$ cat src/rtl/spu_issue_sequencer.sv
// spu_issue_sequencer
//
// Dual-issue instruction sequencer for the SPU bench and self-test path.
// Instruction words are queued into an even-pipe FIFO and an odd-pipe FIFO.
// They are issued one pair per cycle as registered words. An empty slot is
// padded with NOP_EVEN / NOP_ODD. An optional gap of padding pairs can follow
// each issued pair. A taken branch squashes everything that is queued.
//
// Optional feature macro: SPU_ISSUE_PAIR_LOCK_EN
//   defined   : a pair issues only when both FIFOs hold a word; the slots pop together.
//   undefined : a pair issues when either FIFO holds a word; each slot pops on its own.
//
// Ports
//   clk, reset          : rising-edge clock, synchronous active-high reset
//   wr_valid/wr_pipe    : enqueue request and target FIFO (0 = even, 1 = odd)
//   wr_instr            : word to enqueue
//   wr_ready            : combinational, !full[wr_pipe] && !branch_taken
//   issue_en            : allows issue; when low the sequencer drops to IDLE
//   gap_cycles          : padding pairs that follow each issued pair
//   branch_taken        : flush request from the odd pipe
//   even_instr/odd_instr: registered issue words
//   even_valid/odd_valid: registered; high only for a real popped word
//   even_count/odd_count: FIFO occupancy
//   issued_pairs        : cycles in which at least one real word issued
//   busy                : state is not IDLE

module spu_issue_sequencer #(
  parameter int                 INSTR_W       = 32,
  parameter int                 DEPTH         = 64,
  parameter int                 GAP_W         = 4,
  parameter int                 FLUSH_BUBBLES = 3,
  parameter logic [INSTR_W-1:0] NOP_EVEN      = 32'h4020_0000,
  parameter logic [INSTR_W-1:0] NOP_ODD       = 32'h0020_0000
) (
  input  logic                     clk,
  input  logic                     reset,
  input  logic                     wr_valid,
  input  logic                     wr_pipe,
  input  logic [INSTR_W-1:0]       wr_instr,
  output logic                     wr_ready,
  input  logic                     issue_en,
  input  logic [GAP_W-1:0]         gap_cycles,
  input  logic                     branch_taken,
  output logic [INSTR_W-1:0]       even_instr,
  output logic [INSTR_W-1:0]       odd_instr,
  output logic                     even_valid,
  output logic                     odd_valid,
  output logic [$clog2(DEPTH):0]   even_count,
  output logic [$clog2(DEPTH):0]   odd_count,
  output logic [31:0]              issued_pairs,
  output logic                     busy
);

  localparam int AW    = $clog2(DEPTH);
  localparam int PW    = AW + 1;
  localparam int BUB_W = (FLUSH_BUBBLES < 1) ? 1 : $clog2(FLUSH_BUBBLES + 1);

  typedef enum logic [1:0] {IDLE, ISSUE, GAP, FLUSH} state_t;

  state_t state, state_next;
  logic [GAP_W-1:0] gap_cnt, gap_next;
  logic [BUB_W-1:0] bub_cnt, bub_next;
  logic go_issue;
  logic pop_even, pop_odd;

  logic [INSTR_W-1:0] even_mem [DEPTH];
  logic [INSTR_W-1:0] odd_mem  [DEPTH];
  logic [PW-1:0] even_wr_ptr, even_rd_ptr;
  logic [PW-1:0] odd_wr_ptr, odd_rd_ptr;
  logic even_empty, even_full, odd_empty, odd_full;
  logic wr_en, even_wr, odd_wr;
  logic issue_cond;

  // Pointers are one bit wider than the address. Equal pointers mean empty.
  // Differing MSBs with equal address bits mean full.
  assign even_empty = (even_wr_ptr == even_rd_ptr);
  assign odd_empty  = (odd_wr_ptr == odd_rd_ptr);
  assign even_full  = (even_wr_ptr[AW] != even_rd_ptr[AW]) &&
                      (even_wr_ptr[AW-1:0] == even_rd_ptr[AW-1:0]);
  assign odd_full   = (odd_wr_ptr[AW] != odd_rd_ptr[AW]) &&
                      (odd_wr_ptr[AW-1:0] == odd_rd_ptr[AW-1:0]);

  assign even_count = even_wr_ptr - even_rd_ptr;
  assign odd_count  = odd_wr_ptr - odd_rd_ptr;

  // Ready ignores any pop in the same cycle, so a full FIFO refuses writes
  // even while it is being drained.
  assign wr_ready = (wr_pipe ? !odd_full : !even_full) && !branch_taken;
  assign wr_en    = wr_valid && wr_ready;
  assign even_wr  = wr_en && !wr_pipe;
  assign odd_wr   = wr_en && wr_pipe;

`ifdef SPU_ISSUE_PAIR_LOCK_EN
  assign issue_cond = !even_empty && !odd_empty;
`else
  assign issue_cond = !even_empty || !odd_empty;
`endif

  // State and counter register.
  always_ff @(posedge clk) begin
    if (reset) begin
      state   <= IDLE;
      gap_cnt <= '0;
      bub_cnt <= '0;
    end else begin
      state   <= state_next;
      gap_cnt <= gap_next;
      bub_cnt <= bub_next;
    end
  end

  // Next-state logic. go_issue marks an edge on which the state being entered
  // is ISSUE. The registered outputs then show the popped pair during that state.
  always_comb begin
    state_next = state;
    gap_next   = gap_cnt;
    bub_next   = bub_cnt;
    go_issue   = 1'b0;
    if (branch_taken) begin
      state_next = FLUSH;
      bub_next   = BUB_W'(FLUSH_BUBBLES);
    end else begin
      case (state)
        IDLE: begin
          if (issue_en && issue_cond) begin
            state_next = ISSUE;
            go_issue   = 1'b1;
          end
        end
        ISSUE: begin
          if (!issue_en) begin
            state_next = IDLE;
          end else if (gap_cycles != '0) begin
            state_next = GAP;
            gap_next   = gap_cycles;
          end else if (issue_cond) begin
            state_next = ISSUE;
            go_issue   = 1'b1;
          end else begin
            state_next = IDLE;
          end
        end
        GAP: begin
          if (!issue_en) begin
            state_next = IDLE;
          end else if (gap_cnt <= GAP_W'(1)) begin
            gap_next = '0;
            if (issue_cond) begin
              state_next = ISSUE;
              go_issue   = 1'b1;
            end else begin
              state_next = IDLE;
            end
          end else begin
            gap_next = gap_cnt - GAP_W'(1);
          end
        end
        FLUSH: begin
          if (bub_cnt <= BUB_W'(1)) begin
            state_next = IDLE;
            bub_next   = '0;
          end else begin
            bub_next = bub_cnt - BUB_W'(1);
          end
        end
        default: state_next = IDLE;
      endcase
    end
  end

  // Output decode: which slots pop on this edge, and the busy flag.
  always_comb begin
    pop_even = 1'b0;
    pop_odd  = 1'b0;
    if (go_issue) begin
`ifdef SPU_ISSUE_PAIR_LOCK_EN
      pop_even = 1'b1;
      pop_odd  = 1'b1;
`else
      pop_even = !even_empty;
      pop_odd  = !odd_empty;
`endif
    end
    busy = (state != IDLE);
  end

  // FIFO storage. It has no reset: only the pointers define what is valid.
  always_ff @(posedge clk) begin
    if (even_wr) even_mem[even_wr_ptr[AW-1:0]] <= wr_instr;
    if (odd_wr)  odd_mem[odd_wr_ptr[AW-1:0]]   <= wr_instr;
  end

  // FIFO pointers. A taken branch clears both queues. It also drops any
  // concurrent write, because wr_ready is low during a branch.
  always_ff @(posedge clk) begin
    if (reset || branch_taken) begin
      even_wr_ptr <= '0;
      even_rd_ptr <= '0;
      odd_wr_ptr  <= '0;
      odd_rd_ptr  <= '0;
    end else begin
      if (even_wr)  even_wr_ptr <= even_wr_ptr + PW'(1);
      if (odd_wr)   odd_wr_ptr  <= odd_wr_ptr + PW'(1);
      if (pop_even) even_rd_ptr <= even_rd_ptr + PW'(1);
      if (pop_odd)  odd_rd_ptr  <= odd_rd_ptr + PW'(1);
    end
  end

  // Registered issue words and the issue counter.
  always_ff @(posedge clk) begin
    if (reset) begin
      even_instr   <= NOP_EVEN;
      odd_instr    <= NOP_ODD;
      even_valid   <= 1'b0;
      odd_valid    <= 1'b0;
      issued_pairs <= '0;
    end else begin
      even_instr <= pop_even ? even_mem[even_rd_ptr[AW-1:0]] : NOP_EVEN;
      odd_instr  <= pop_odd  ? odd_mem[odd_rd_ptr[AW-1:0]]   : NOP_ODD;
      even_valid <= pop_even;
      odd_valid  <= pop_odd;
      if (pop_even || pop_odd) issued_pairs <= issued_pairs + 32'd1;
    end
  end

endmodule

$ cat config.mk
export PLATFORM = sky130hd
export DESIGN_NAME = spu_issue_sequencer
export DESIGN_NICKNAME = d
export VERILOG_FILES = /design/src/rtl/spu_issue_sequencer.sv
export SDC_FILE = /design/constraint.sdc
export NUM_CORES = 2
export LEC_CHECK = 0
export CAP_MARGIN = 20
export CORE_MARGIN = 5
export CORE_UTILIZATION = 50
export DETAILED_ROUTE_END_ITERATION = 8
export GPL_TIMING_DRIVEN = 1
export PLACE_DENSITY = 0.69
export SLEW_MARGIN = 15
export SYNTH_ARGS = -nofsm -noshare
export SYNTH_HDL_FRONTEND = slang
export SYNTH_SLANG_ARGS = --single-unit
$ cat constraint.sdc
create_clock -name clk -period 13.6 [get_ports clk]
set_input_delay 2.72 -clock clk [delete_from_list [all_inputs] [get_ports clk]]
set_output_delay 2.72 -clock clk [all_outputs]
set_load 0.02 [all_outputs]
==> results.txt <==
Clk sink count -> 4,230
Final hold vios -> 0
Post-Synth Simple-Gate Area -> 2.10%
DR iter-0 viols -> 13.5k
Hold WC Path Type -> reg -> reg
DR vias/cell -> 6.54
Syn_area_per_cell -> 22.2 sq um
Yosys reg bits -> 4,230
Pin count of the biggest net entering global routing -> 129
CTS resizes -> 0
Run status -> completed
Required time worst endpoint -> 10.88 ns
# fillers -> 22.8k
First-pass detailed-route iteration total -> 9
Root Buffer Master -> clkbuf_16
Initial Util -> 50.2%
Synth Net Count -> 7,319
Slew @ Worst Pin -> 1.30 ns
CP Buf/Inv Count -> 4
Multi-input gate area -> 34,500 sq um
Clock buffer depth -> 4
Post-synth EDFFs -> 4,096
Layout cells sized above 1 -> 26.3%
Max Fclk -> 128 MHz
Relative slew slack -> 12.4%
Post-Synth XOR/XNOR Area -> 0.331%
Vias in the first global route -> 78.4k
Area growth syn-to-layout -> 13.9%
Final worst clock skew -> 0.0632 ns
Worst-path clk slew -> 0.06 ns
Primary FF master, synth -> edfxtp_1
Wire length per cell -> 35.6 microns
Period minus WS final -> 7.81 ns
Post-synthesis mux area share -> 15.8%
Critical path's top delay family -> buffers and inverters
Core area -> 321,000 sq um
DRC violations left -> 0
Num CTS Buffers -> 411
YS warnings -> 0
Drt total wl -> 439,000 microns
First-pass GRT wire length -> 613,000 microns
Async SR Flop Fraction -> 0%
CP arrival -> 5.09 ns
# hold bufs at CTS -> 0
Setup bufs post-CTS -> 0
Detailed-route via count -> 80.6k
Initial antenna violation count -> 40
Final net count -> 7,733
I/O Buffers -> 155
Slowest CP cell -> or4b_1
Max VDD drop -> 107 uV
Final period util -> 57.4%
FF+latch area -> 126,000 sq um
Lkg Pwr -> 55.3 nW
Worst path cell trace -> clkdlybuf4s50_1, buf_4, inv_1, or4b_1, and2_1, clkdlybuf4s50_1
CTS tree -> yes
Die Footprint -> 334,000 sq um
R2r startpoint -> odd_rd_ptr[2]
Post-DRT Antenna Nets -> 0
Max stage delay on crit path -> 0.61 ns
Clk Latency, worst-skew pair -> 0.98 ns
Final setup viols -> 0
Placer Congestion -> 0.934
Grt ovf -> 0
Crit end category -> output pin
Setup WS post-layout -> 5.79 ns
Largest family of logic cells by synthesized area -> multiplexers
Setup TNS Final -> 0 ns
CP Max Fanout -> 10
Most frequent cells in the layout -> edfxtp_1 (4,096), mux4_2 (1,075), clkbuf_16 (423), nand2_1 (197), buf_4 (166)
HP Start -> bub_cnt[1]
Die height -> 578 microns
Power per cell area -> 141 nW/um^2
Setup crit start kind -> input port
H-tree levels -> 5
Power, Total -> 26.0 mW
Adder-cell area share of the yosys netlist -> 0.211%
Die Width -> 578 microns
Post-Synthesis Cell Area -> 161,000 sq um
Place WS -> 5.83 ns
Worst Setup SP -> wr_pipe
Sequential element share of the synthesized area -> 77.9%
Gr usage total -> 26.0%
Type of the worst setup path -> in -> out
Mapped Cells -> 7,251
Count of cell types in the netlist -> 77
I/O pins -> 156
RSZ-0062 raised after global routing -> false
DP Wirelength -> 264,000 microns
Number of core rows -> 208
Most common cell after layout, fill and taps aside -> edfxtp_1
Synth Area in Compound Gates -> 2.29%
Total of max-cap violations -> 0
Fin. max-slew vios -> 0
Most common cell on crit path -> clkdlybuf4s50_1
-- worst paths after layout --
check,to,slack (ns),cells past startpoint
max,wr_ready,5.79,6
min,bub_cnt[1],0.51,2
max reg2reg,odd_mem[59][7],7.44,9
min reg2reg,bub_cnt[1],0.51,2
-- cell families after synthesis --
group           after synthesis
flops                      4230
mux                        1202
simple gates                745
xor+xnor                     61
buf+inv                     422
compound gates              565
fa+ha+maj                    26
-- state kept, by name, summed over array words and instances (netlist names), 7 cells and up --
name,cells
even_wr_ptr,7
odd_instr,32
odd_rd_ptr,7
odd_mem,2048
issued_pairs,32
even_rd_ptr,7
odd_wr_ptr,7
even_instr,32
even_mem,2048
-- power breakdown --
group	switching [mW]	internal, mW	leakage, nW
combinational	0.343	0.0521	10.9
sequential	0.00479	14.3	37.9
clock	4.84	6.45	6.48
-- synth_stat cells (all sizes together) (11+ instances only) --
master	n	area (sq um)
o221ai	22	193
inv	34	128
ha	24	300
nor2	292	1100
xnor2	33	289
nor3	63	330
or3	12	75.1
a22o	11	96.3
and3	21	131
mux2	11	124
dfxtp	134	2680
a21oi	139	696
mux2i	116	1160
clkbuf	141	529
nand2	197	739
nor2b	11	68.8
o22ai	61	382
nand4	27	184
mux4	1075	24200
a22oi	146	1100
o21ai	88	440
a211oi	17	128
nand3	55	285
edfxtp	4096	123000
buf	242	1440
a31oi	23	144
xor2	28	245
nand2b	11	68.8
nor4	22	144
-- worst register-to-register path: cells and delay by family, from the launching register on --
kind	cells	cell delay, ns
simple gates	6	3.54
flops	1	0.75
fa+ha+maj	1	0.46
buf+inv	2	0.96
-- area by class of cell --
class	count	share of cell area [%]
sequential	4230	68.4
timing repair buffer	385	2.52
tap	4305	2.93
clock buffer	527	6.07
inverter	38	0.0797
clock inverter	235	1.16
multi-input combinational	2599	18.8
antenna	13	0.0177
-- stage by stage --
step | cells | area [sq um] | util [%] | hold WS, ns
5_1_grt | 12323 | 184000 | 57.2 | 0.522
6_report | 12332 | 184000 | 57.2 | 0.506
4_1_cts | 12255 | 182000 | 56.7 | 0.505
3_3_place_gp | 11468 | 168000 | 52.4 | 0.468
3_5_place_dp | 11493 | 169000 | 52.6 | 0.493
2_1_floorplan | 7251 | 161000 | - | 0.467
-- layer usage --
layer  vias to the layer above  track usage (%)  part of all wire [%]
met1                     42683             37.3                    37
met3                       845             6.04                    12
li1                      31535                -                     -
met5                         -                0                 0.018
met4                        12             9.11                   4.3
met2                      5570             39.8                    47
Note: power is estimated with default switching activity, not from simulation.
